File: config.mk
export PLATFORM = sky130hd
export DESIGN_NAME = soc_ram_bist
export DESIGN_NICKNAME = d
export VERILOG_FILES = /design/src/rtl/soc_ram_bist.sv
export SDC_FILE = /design/constraint.sdc
export NUM_CORES = 1
export LEC_CHECK = 0
export CORE_MARGIN = 2
export CORE_UTILIZATION = 52
export CTS_BUF_LIST = sky130_fd_sc_hd__clkbuf_2 sky130_fd_sc_hd__clkbuf_4 sky130_fd_sc_hd__clkbuf_8
export DETAILED_ROUTE_END_ITERATION = 10
export PLACE_DENSITY_LB_ADDON = 0.05
export SLEW_MARGIN = 20
export SYNTH_ARGS = -nofsm -noshare
export SYNTH_HDL_FRONTEND = slang
export SYNTH_SLANG_ARGS = --single-unit
export TNS_END_PERCENT = 30
File: constraint.sdc
create_clock -name mclk -period 3.4 [get_ports mclk]
set_clock_uncertainty 0.1 [all_clocks]
set_input_delay 0.68 -clock mclk [delete_from_list [all_inputs] [get_ports mclk]]
set_output_delay 0.68 -clock mclk [all_outputs]
set_load 0.02 [all_outputs]
File: src/rtl/soc_ram_bist.sv
`default_nettype none
// ============================================================================
//  Module      : soc_ram_bist
//  Description : March-style built-in self-test initiator for the single-port
//                data RAM. Writes a seeded pattern, read-verifies and inverts
//                it in ascending order, then read-verifies the inverted image
//                in descending order. Reports pass/fail, first failure and a
//                saturating error count.
//  Revision    : 1.0 - initial release
// ============================================================================
module soc_ram_bist #(
   parameter int AW    = 10,
   parameter int DEPTH = 1024
) (
   input  logic          mclk,
   input  logic          puc_rst,
   input  logic          start,
   input  logic [15:0]   pattern,
   output logic          busy,
   output logic          done,
   output logic          fail,
   output logic [AW-1:0] fail_addr,
   output logic [15:0]   fail_data,
   output logic [7:0]    err_count,
   output logic          ram_ena,
   output logic [1:0]    ram_wea,
   output logic [AW-1:0] ram_addra,
   output logic [15:0]   ram_dina,
   input  logic [15:0]   ram_douta
);

   localparam logic [AW-1:0] LAST_ADDR = AW'(DEPTH - 1);

   typedef enum logic [2:0] {
      S_IDLE    = 3'd0,
      S_WR      = 3'd1,
      S_RD_A    = 3'd2,
      S_RD_B    = 3'd3,
      S_DN      = 3'd4,
      S_DN_LAST = 3'd5,
      S_DONE    = 3'd6
   } state_t;

   state_t        state;
   logic [AW-1:0] addr;
   logic [15:0]   pat_q;

   logic [AW-1:0] addr_inc;
   logic [AW-1:0] addr_dec;
   logic          chk_en;
   logic [AW-1:0] chk_addr;
   logic [15:0]   chk_exp;
   logic          mismatch;

   // Expected word for an address: zero-extended address XOR captured seed.
   function automatic logic [15:0] exp_val(input logic [AW-1:0] a, input logic [15:0] p);
      return 16'(a) ^ p;
   endfunction

   assign addr_inc = addr + AW'(1);
   assign addr_dec = addr - AW'(1);

   // Select which read result is checked this cycle and against what value.
   // In the descending phase the data arriving now belongs to the address
   // issued one cycle earlier, i.e. addr+1.
   always_comb begin
      chk_en   = 1'b0;
      chk_addr = addr;
      chk_exp  = 16'h0000;
      case (state)
         S_RD_B: begin
            chk_en  = 1'b1;
            chk_exp = exp_val(addr, pat_q);
         end
         S_DN: begin
            chk_en   = (addr != LAST_ADDR);
            chk_addr = addr_inc;
            chk_exp  = ~exp_val(addr_inc, pat_q);
         end
         S_DN_LAST: begin
            chk_en  = 1'b1;
            chk_exp = ~exp_val(addr, pat_q);
         end
         default: begin
            chk_en = 1'b0;
         end
      endcase
   end

   assign mismatch = chk_en && (ram_douta != chk_exp);

   // Sequencer: state, address walk, registered RAM port and status outputs.
   always_ff @(posedge mclk) begin
      if (puc_rst) begin
         state     <= S_IDLE;
         addr      <= '0;
         pat_q     <= 16'h0000;
         busy      <= 1'b0;
         done      <= 1'b0;
         fail      <= 1'b0;
         fail_addr <= '0;
         fail_data <= 16'h0000;
         err_count <= 8'h00;
         ram_ena   <= 1'b0;
         ram_wea   <= 2'b00;
         ram_addra <= '0;
         ram_dina  <= 16'h0000;
      end else begin
         done <= 1'b0;

         if (mismatch) begin
            if (err_count != 8'hFF) begin
               err_count <= err_count + 8'd1;
            end
            if (!fail) begin
               fail      <= 1'b1;
               fail_addr <= chk_addr;
               fail_data <= ram_douta;
            end
         end

         case (state)
            S_IDLE: begin
               ram_ena  <= 1'b0;
               ram_wea  <= 2'b00;
               ram_dina <= 16'h0000;
               if (start) begin
                  pat_q     <= pattern;
                  fail      <= 1'b0;
                  fail_addr <= '0;
                  fail_data <= 16'h0000;
                  err_count <= 8'h00;
                  busy      <= 1'b1;
                  addr      <= '0;
                  state     <= S_WR;
                  // First write: E(0) is the seed itself.
                  ram_ena   <= 1'b1;
                  ram_wea   <= 2'b11;
                  ram_addra <= '0;
                  ram_dina  <= pattern;
               end
            end

            S_WR: begin
               if (addr == LAST_ADDR) begin
                  addr      <= '0;
                  state     <= S_RD_A;
                  ram_ena   <= 1'b1;
                  ram_wea   <= 2'b00;
                  ram_addra <= '0;
                  ram_dina  <= 16'h0000;
               end else begin
                  addr      <= addr_inc;
                  ram_ena   <= 1'b1;
                  ram_wea   <= 2'b11;
                  ram_addra <= addr_inc;
                  ram_dina  <= exp_val(addr_inc, pat_q);
               end
            end

            S_RD_A: begin
               state     <= S_RD_B;
               ram_ena   <= 1'b1;
               ram_wea   <= 2'b11;
               ram_addra <= addr;
               ram_dina  <= ~exp_val(addr, pat_q);
            end

            S_RD_B: begin
               ram_ena  <= 1'b1;
               ram_wea  <= 2'b00;
               ram_dina <= 16'h0000;
               if (addr == LAST_ADDR) begin
                  state     <= S_DN;
                  ram_addra <= LAST_ADDR;
               end else begin
                  addr      <= addr_inc;
                  state     <= S_RD_A;
                  ram_addra <= addr_inc;
               end
            end

            S_DN: begin
               ram_wea  <= 2'b00;
               ram_dina <= 16'h0000;
               if (addr == '0) begin
                  state   <= S_DN_LAST;
                  ram_ena <= 1'b0;
               end else begin
                  addr      <= addr_dec;
                  ram_ena   <= 1'b1;
                  ram_addra <= addr_dec;
               end
            end

            S_DN_LAST: begin
               state    <= S_DONE;
               busy     <= 1'b0;
               done     <= 1'b1;
               ram_ena  <= 1'b0;
               ram_wea  <= 2'b00;
               ram_dina <= 16'h0000;
            end

            S_DONE: begin
               state <= S_IDLE;
            end

            default: begin
               state   <= S_IDLE;
               busy    <= 1'b0;
               ram_ena <= 1'b0;
               ram_wea <= 2'b00;
            end
         endcase
      end
   end

endmodule
`default_nettype wire

# Yosys cells after proc, flatten, opt, wreduce, memory -nomap -nowiden
# Index checks and enable logic that the tools add are counted.
totals:
  register_bits: 95
  latch_bits: 0
  ram_bits: 0
  rom_bits: 0
  output_inout_bits: 66
  wordCells: 93
  memories: 0
classes:
  addsub: 3
  mul: 0
  div: 0
  n_lt_le_gt_ge: 0
  eq_ne: 15
  shift: 0
  muxes: 42
  bitwise_logic: 5
  reduce_logical: 15
op_table:
  columns: ["operator", "count"]
  rows:
  - ["$mux W10", 10]
  - ["$mux W16", 6]
  - ["$pmux W16 S4", 1]
  - ["$pmux W10 S5", 1]
  - ["$pmux W16 S3", 1]
  - ["$pmux W10 S4", 1]
  - ["$mux W8", 4]
  - ["$not A16 Y16", 2]
  - ["$xor A10 B16 Y16", 2]
  - ["$pmux W3 S6", 1]
  - ["$ne A16 B16 Y1", 1]
  - ["$mux W3", 4]
  - ["$add A10 B1 Y10 const B", 1]
  - ["$eq A10 B10 Y1 const B", 1]
  - ["$logic_not A10 Y1", 1]
  - ["$ne A10 B10 Y1 const B", 1]
  - ["$ne A2 B2 Y1 const B", 5]
  - ["$sub A10 B1 Y10 const B", 1]
  - ["$eq A3 B3 Y1 const B", 3]
  - ["$add A8 B1 Y8 const B", 1]
  - ["$ne A8 B8 Y1 const B", 1]
  - ["$pmux W2 S4", 1]
  - ["$reduce_bool A4 Y1", 2]
  - ["$mux W1", 7]
  - ["15 further kinds", 21]

# Logic depth before layout (Yosys ltp)
# Gate-level depths: netlist of run 1.
logic_depth:
  depth_word: 9
  mapped_depth: 12

# Worst setup path before layout of run 1
# No wires, ideal clock.
synth_timing:
  path_kind: "register -> register"
  start: "register addr[0]"
  end: "register fail_data[11]"
  setup_ps: 116
  t_arrival_ps: 2643
  t_required_ps: 3184
  slack_ps: 541
  path_stages_with_launch: 12
  n_path_buf: 2
  path_cell_list: "dfxtp_1 > buf_1 > inv_1 > ha_1 > xor2_1 > o21ai_0 > nand3_1 > a222oi_1 > nor4b_2 > a211oi_4 > buf_2 > a31o_2"
synth_between:
  elab_chain_cells: 9
synth_lines:
  columns: ["element", "line_no", "text"]
  rows:
  - ["start, declared", "45", "logic [AW-1:0] addr;"]
  - ["start signal, assigned", "153", "addr <= addr_inc;"]
  - ["start signal, assigned", "177", "addr <= addr_inc;"]
  - ["start signal, assigned", "190", "addr <= addr_dec;"]
  - ["$add A10 B1 Y10", "60", "assign addr_inc = addr + AW'(1);"]
  - ["$xor A10 B16 Y16", "57", "return 16'(a) ^ p;"]
  - ["$not A16 Y16", "78", "chk_exp = ~exp_val(addr_inc, pat_q);"]
  - ["$pmux W16 S3", "70", "case (state)"]
  - ["$ne A16 B16 Y1", "90", "assign mismatch = chk_en && (ram_douta != chk_exp);"]
  - ["$logic_and A1 B1 Y1 (*)", "90", null]
  - ["$mux W16 (*)", "111", "if (mismatch) begin"]
  - ["$mux W16", "127", "if (start) begin"]
  - ["$mux W16 (*)", "122", "case (state)"]
  - ["end signal, assigned", "118", "fail_data <= ram_douta;"]
  - ["end, declared", "23", "output logic [15:0] fail_data,"]
# Mark *: on every way between the ends. The rest lies on a longest branch, timed or not.
# A chain may end at the register's enable or synchronous reset.

# Final worst setup path of run 1
layout_timing:
  start: "register addr[1]"
  end: "register fail_addr[6]"
layout_between:
  elab_chain_cells: 9
layout_lines:
  columns: ["element", "line_no", "text"]
  rows:
  - ["$add A10 B1 Y10", "60", null]
  - ["$xor A10 B16 Y16", "57", null]
  - ["$not A16 Y16", "78", null]
  - ["$pmux W16 S3", "70", null]
  - ["$ne A16 B16 Y1", "90", null]
  - ["$logic_and A1 B1 Y1", "90", null]
  - ["$mux W10 (*)", "111", null]
  - ["$mux W10", "127", null]
  - ["$mux W10 (*)", "122", null]
  - ["end signal, assigned", "117", "fail_addr <= chk_addr;"]
  - ["end, declared", "22", "output logic [AW-1:0] fail_addr,"]
# Marks and branches as above.

==> metrics.cfg, run 1 <==
[logic_synthesis]
yosys.area_share.simple_pct = 24.00
synth_fa_ha_area_share_pct = 1.148
synthMuxAreaShare_pct = 2.641
synth_top_family_by_area = compound AO/OA/AOI/OAI gates
synthTopCellsByCount = nand2_1 (106), dfxtp_1 (94), nor2_1 (75)
synth_cells = 700
synth_top_area_share_pct = 34.54
synth-compound-area-share_pct = 26.25
synth-seq-cells = 94
synthMostInstantiatedCell = nand2_1
ys_warn_count = 0
synth_edf_count = 0
syn_area_sq_mm = 0.005448
synth-async-reset-ratio_pct = 0
synth_xor_area_share_pct = 6.109
synth.net_count = 740
seq_area_frac_synth_pct = 34.54
yosys.area.top_type = dfxtp_1
synth_ff_type = dfxtp_1
synth_area_leaders = dfxtp_1 (35%), nand2_1 (7.3%), nor2_1 (5.2%)
yosysUniqueCellTypes = 72
avgSynthCellArea_sq_um = 7.782

[global_route]
grt_pass1_vias = 5026
grt_pass1_wl_um = 26790
grt.overflow.total = 0
antenna_found_initial = 0
grtUsageTotal_pct = 29.64
grt_start_max_net_pins = 54

[sta]
post-route-min-period_ps = 3074
worst_pin_slew_ps = 794.5
maxSlewHeadroom_pct = 46.62
hold_viol_final = 0
fin_crit_sh_pct = 90.40
setup_viol = 0
fmax_mhz = 325.3
whs_ps = 370.2
rsz0062_at_grt = no
slew_violations = 0
setup_tns_ps = 0
fin_ws_ps = 326.4

[floorplan]
die_area_sq_mm = 0.01131
fp.dieW_um = 106.4
ios = 101
rows = 37
initial_core_util_pct = 53.25
die_h_um = 106.4
core-area_sq_mm = 0.01023

[place]
gp_congestion = 0.8920
pre_cts_ws_ps = 131.2
place_hpwl_um = 12400
io_buffers = 100

[clock_network]
cts_root_buffer = clkbuf_8
clkTransAtPathRegs_ps = 100
cts_hold_buffers = 0
postCtsSetupRepairBufs = 0
clock_latency_ps = 380
cts.path.max_buffers = 2
cts_max_level = 3
cts_tree = built
numCtsBuffers = 9
cts.sinks = 94

[critical_path]
timing_worst_setup_path_type = reg2reg
arrival_ps = 3250
worstPathMaxFanout = 27
end_kind = flip-flop
cp-start-kind = flip-flop
crit_required_ps = 3570

[detailed_routing]
drt-total-wl_um = 16750
viasPerCell = 6.099
postRouteAntennaNets = 0
drtIter0Drc = 495
drt_pass1_iterations = 5
vias = 5727
wl_per_cell_um = 17.84
drc = 0

[finish]
drive_gt1_share_pct = 11.83
antenna_cells = 0
syn_to_final_growth_pct = 27.33
fin_nets = 838

[power]
ir_drop_mv = 0.2729
p_leak_nw = 2.579
power_density_mw_per_mm2 = 323.9

[status]
status = completed

[worst_hold_path]
worstHoldPathType = reg2reg

[flow_run]
maxCapViolations = 0

## kinds of logic after synthesis
family | after synthesis
simple gates | 278
compound gates | 202
flops | 94
buf+inv | 70
xor+xnor | 38
mux | 13
fa+ha+maj | 5
## state kept, by name, indices dropped and copies added, names as in the netlist
name       count
fail_data     16
pat_q         16
ram_dina      16
addr          10
fail_addr     10
ram_addra     10
err_count      8
state          3
busy           1
done           1
fail           1
ram_ena        1
ram_wea        1
## cell type report
cell class / count / area [sq um]
tap: 136 / 170.2
fill: 897 / 3294
inverter: 13 / 48.80
timing repair buffer: 144 / 1351
clock inverter: 6 / 66.31
clock buffer: 10 / 131.4
sequential: 94 / 1882
multi-input combinational: 536 / 3287
## worst paths after layout
path / depth (start not counted) / from / endpoint / slack, ps
max: 12 / addr[1]$_SDFFE_PP0P_ / fail_addr[6]$_SDFF_PP0_ / 330
min: 2 / ram_addra[5]$_SDFFE_PP0P_ / ram_addra[5]$_SDFFE_PP0P_ / 370
max reg2reg: 12 / addr[1]$_SDFFE_PP0P_ / fail_addr[6]$_SDFF_PP0_ / 330
min reg2reg: 2 / ram_addra[5]$_SDFFE_PP0P_ / ram_addra[5]$_SDFFE_PP0P_ / 370
## placed cells by master (no fill, tap or decap), drive strengths merged, types with 11 or more instances in the layout
cell / n
nand2: 106
a31o: 20
inv: 13
clkdlybuf4s50: 99
xnor2: 29
a22oi: 29
o21ai: 34
a31oi: 12
a21oi: 37
mux2i: 11
nor3: 13
dfxtp: 94
buf: 45
nor2: 75
nand3: 24
## through the flow
stage	utilization, %	instance area, sq um	cells	power, W
5_1_grt	67.80	6937	939	0.002334
3_3_place_gp	65.84	6736	923	0.001482
4_1_cts	67.78	6934	939	0.002243
3_5_place_dp	65.84	6736	923	0.001488
6_report	67.80	6937	939	0.002247
2_1_floorplan	-	5448	700	0.001352
## critical path, stage by stage (launching register included)
cell,delay (ps)
dfxtp_1,370
buf_4,160
inv_1,100
ha_1,420
xor2_1,220
or3_1,130
nand3_1,70
a222oi_1,230
nor4b_2,450
a211oi_4,160
buf_12,200
buf_12,140
a31o_2,220
## what timing repair did
item | 4_1_cts | 5_1_grt
setup endpoints to repair | 0 | 1
gates resized for setup | 0 | 1
endpoints found under the hold margin | 0 | 0
## power by group
part / switching, W / internal, W / total (W)
Combinational: 0.000183 / 0.000135 / 0.000318
Clock: 0.000422 / 0.000354 / 0.000777
Sequential: 0.0000242 / 0.00113 / 0.00115
## layer usage
layer  part of all wire, %  up-vias  global-route usage (%)
met3                   6.6       19                   4.047
met4                   1.5        0                   8.647
li1                      -     2737                       -
met1                    48     2742                   44.26
met5                     0        -                       0
met2                    44      229                   44.28
Power figures use the tool's default switching activity.
==> inputs of run 2 (changes only) <==
--- a/config.mk
+++ b/config.mk
@@ -5,10 +5,11 @@
 export SDC_FILE = /design/constraint.sdc
 export NUM_CORES = 1
 export LEC_CHECK = 0
-export CORE_MARGIN = 2
+export CORE_MARGIN = 1
 export CORE_UTILIZATION = 52
 export CTS_BUF_LIST = sky130_fd_sc_hd__clkbuf_2 sky130_fd_sc_hd__clkbuf_4 sky130_fd_sc_hd__clkbuf_8
 export DETAILED_ROUTE_END_ITERATION = 10
+export GPL_TIMING_DRIVEN = 0
 export PLACE_DENSITY_LB_ADDON = 0.05
 export SLEW_MARGIN = 20
 export SYNTH_ARGS = -nofsm -noshare
==> run 2 against run 1 <==
  * Wire length up 7.2%
  * Power up 0.89%
  * Flip-flop and latch count unchanged
  * Cell area decreased by 0.97%
  * First-iteration DRC count up 26%
  * Clock-buffer cell count is the same
  * Sequential share of layout area grew 0.29 points
  * Setup slack got worse by 150 ps
==> metrics.cfg, run 2 (synthesis results as in run 1) <==
[place]
gp_congestion = 0.9529
place_hpwl_um = 13010
io_buffers = 98
place_area_sq_mm = 0.006600

[detailed_routing]
wl_per_cell_um = 18.96
postRouteAntennaNets = 0
viasPerCell = 6.271
drtIter0Drc = 622
drt-total-wl_um = 17950
drc = 0
drt_pass1_iterations = 6
vias = 5939

[clock_network]
cts_tree = built
cts_root_buffer = clkbuf_8
clkTransAtPathRegs_ps = 100
clock_latency_ps = 380
postCtsSetupRepairBufs = 0
cts_max_level = 3
numCtsBuffers = 9
cts.sinks = 94
cts.path.max_buffers = 2

[floorplan]
die_area_sq_mm = 0.01089
rows = 36
fp.dieW_um = 104.4
die_h_um = 104.4
core-area_sq_mm = 0.009955
initial_core_util_pct = 54.73
ios = 101

[global_route]
grt_pass1_vias = 5434
antenna_found_initial = 0
grtUsageTotal_pct = 32.17
grt_pass1_wl_um = 27810
grt.overflow.total = 0
grt_start_max_net_pins = 17

[finish]
fin_nets = 849
layout_common_cells = nand2_1 (106), clkdlybuf4s50_1 (98), dfxtp_1 (93), nor2_1 (75), a21oi_1 (36)
antenna_cells = 0
final_area_sq_mm = 0.006869
top_regs = fail_data: 16 flops, pat_q: 16 flops, ram_dina: 16 flops
syn_to_final_growth_pct = 26.09
drive_gt1_share_pct = 9.091
mostFrequentLayoutCell = nand2_1

[critical_path]
cp-start-kind = flip-flop
crit_required_ps = 3570
cp_slowest_cell = dfxtp_1
end_kind = flip-flop
arrival_ps = 3400
timing_worst_setup_path_type = reg2reg
critPathMaxStageDelay_ps = 470
crit_chain = clkbuf_4 > inv_1 > ha_1 > xor2_1 > or3_1 > nand3_1 > a222oi_1 > nor4b_4 > a211oi_4 > buf_2 > a31o_2
worstPathMaxFanout = 10

[power]
power_density_mw_per_mm2 = 330.0
p_leak_nw = 2.471
ir_drop_mv = 0.2650
total_power_w = 0.002267

[sta]
setup_viol = 0
fin_crit_sh_pct = 94.92
whs_ps = 366.5
hold_viol_final = 0
maxSlewHeadroom_pct = 44.13
post-route-min-period_ps = 3227
worst_pin_slew_ps = 832.5
fmax_mhz = 309.8
slew_violations = 0

[worst_hold_path]
worstHoldPathType = reg2reg

[flow_run]
maxCapViolations = 0

[status]
status = completed

==> run 2: changes by cell type in the layout (fill, tap and decap cells not counted), moves of 6 or more <==
cell,delta
buf_1,+6
buf_2,+11
buf_4,-39
clkbuf_1,+33
==> run 2: layout make-up <==
type / count / area [sq um]
Multi-Input combinational cell: 536 / 3334
Fill cell: 848 / 3085
Sequential cell: 94 / 1883
Timing Repair Buffer: 98 / 980.9
Buffer: 57 / 249.0
Tap cell: 133 / 166.4
Clock buffer: 10 / 131.4
Clock inverter: 6 / 71.32
Inverter: 13 / 52.55
==> run 2: worst max-delay path, delay by kind of cell, from the launching register on <==
| family | cells | cell delay [ps] |
|---|---|---|
| AO/OA/AOI/OAI | 3 | 680 |
| XOR/XNOR | 1 | 240 |
| adder cells (fa/ha/maj) | 1 | 400 |
| flip-flops | 1 | 470 |
| buffers and inverters | 3 | 600 |
| AND/OR/NAND/NOR | 3 | 620 |
==> run 2: per-stage QoR <==
| step | setup TNS, ps | cells | setup WS (ps) | util [%] |
|---|---|---|---|---|
| CTS | 0 | 947 | 2.029 | 68.51 |
| detailed placement | -881.5 | 931 | -234.9 | 66.30 |
| global route | -34.43 | 947 | -25.27 | 69.00 |
| finish | 0 | 947 | 172.6 | 69.00 |
| floorplan | 0 | 700 | 540.7 | - |
| global placement | -673.5 | 931 | -208.2 | 66.25 |
==> run 2: repair_timing <==
action / in CTS / in global routing
resized for setup: 3 / 15
hold buffers: 0 / 0
setup endpoints to repair: 18 / 42
endpoints found under the hold margin: 0 / 0
pin swaps: 0 / 1
==> run 2: power breakdown <==
part	switching, W	internal [W]
clock	0.000435	0.000354
sequential	0.0000241	0.00113
combinational	0.000194	0.000132
total	0.000653	0.00161
==> run 2: path summary, 6_finish.rpt <==
check / from / end / slack (ps) / cells past startpoint
hold reg to reg: fail_addr[2]$_SDFF_PP0_ / fail_addr[2]$_SDFF_PP0_ / 370 / 2
setup / recovery: addr[1]$_SDFFE_PP0P_ / fail_data[11]$_SDFF_PP0_ / 170 / 11
hold / removal: fail_addr[2]$_SDFF_PP0_ / fail_addr[2]$_SDFF_PP0_ / 370 / 2
setup reg to reg: addr[1]$_SDFFE_PP0P_ / fail_data[11]$_SDFF_PP0_ / 170 / 11
==> run 2: layer usage <==
layer / global-route usage (%) / routed length [um] / vias up / part of all wire [%]
met3: 5.326 / 1713 / 23 / 9.5
met5: 0 / 0 / - / 0
li1: - / - / 2758 / -
met4: 10.82 / 305 / 0 / 1.7
met1: 44.13 / 7881 / 2808 / 44
met2: 50.99 / 8051 / 350 / 45
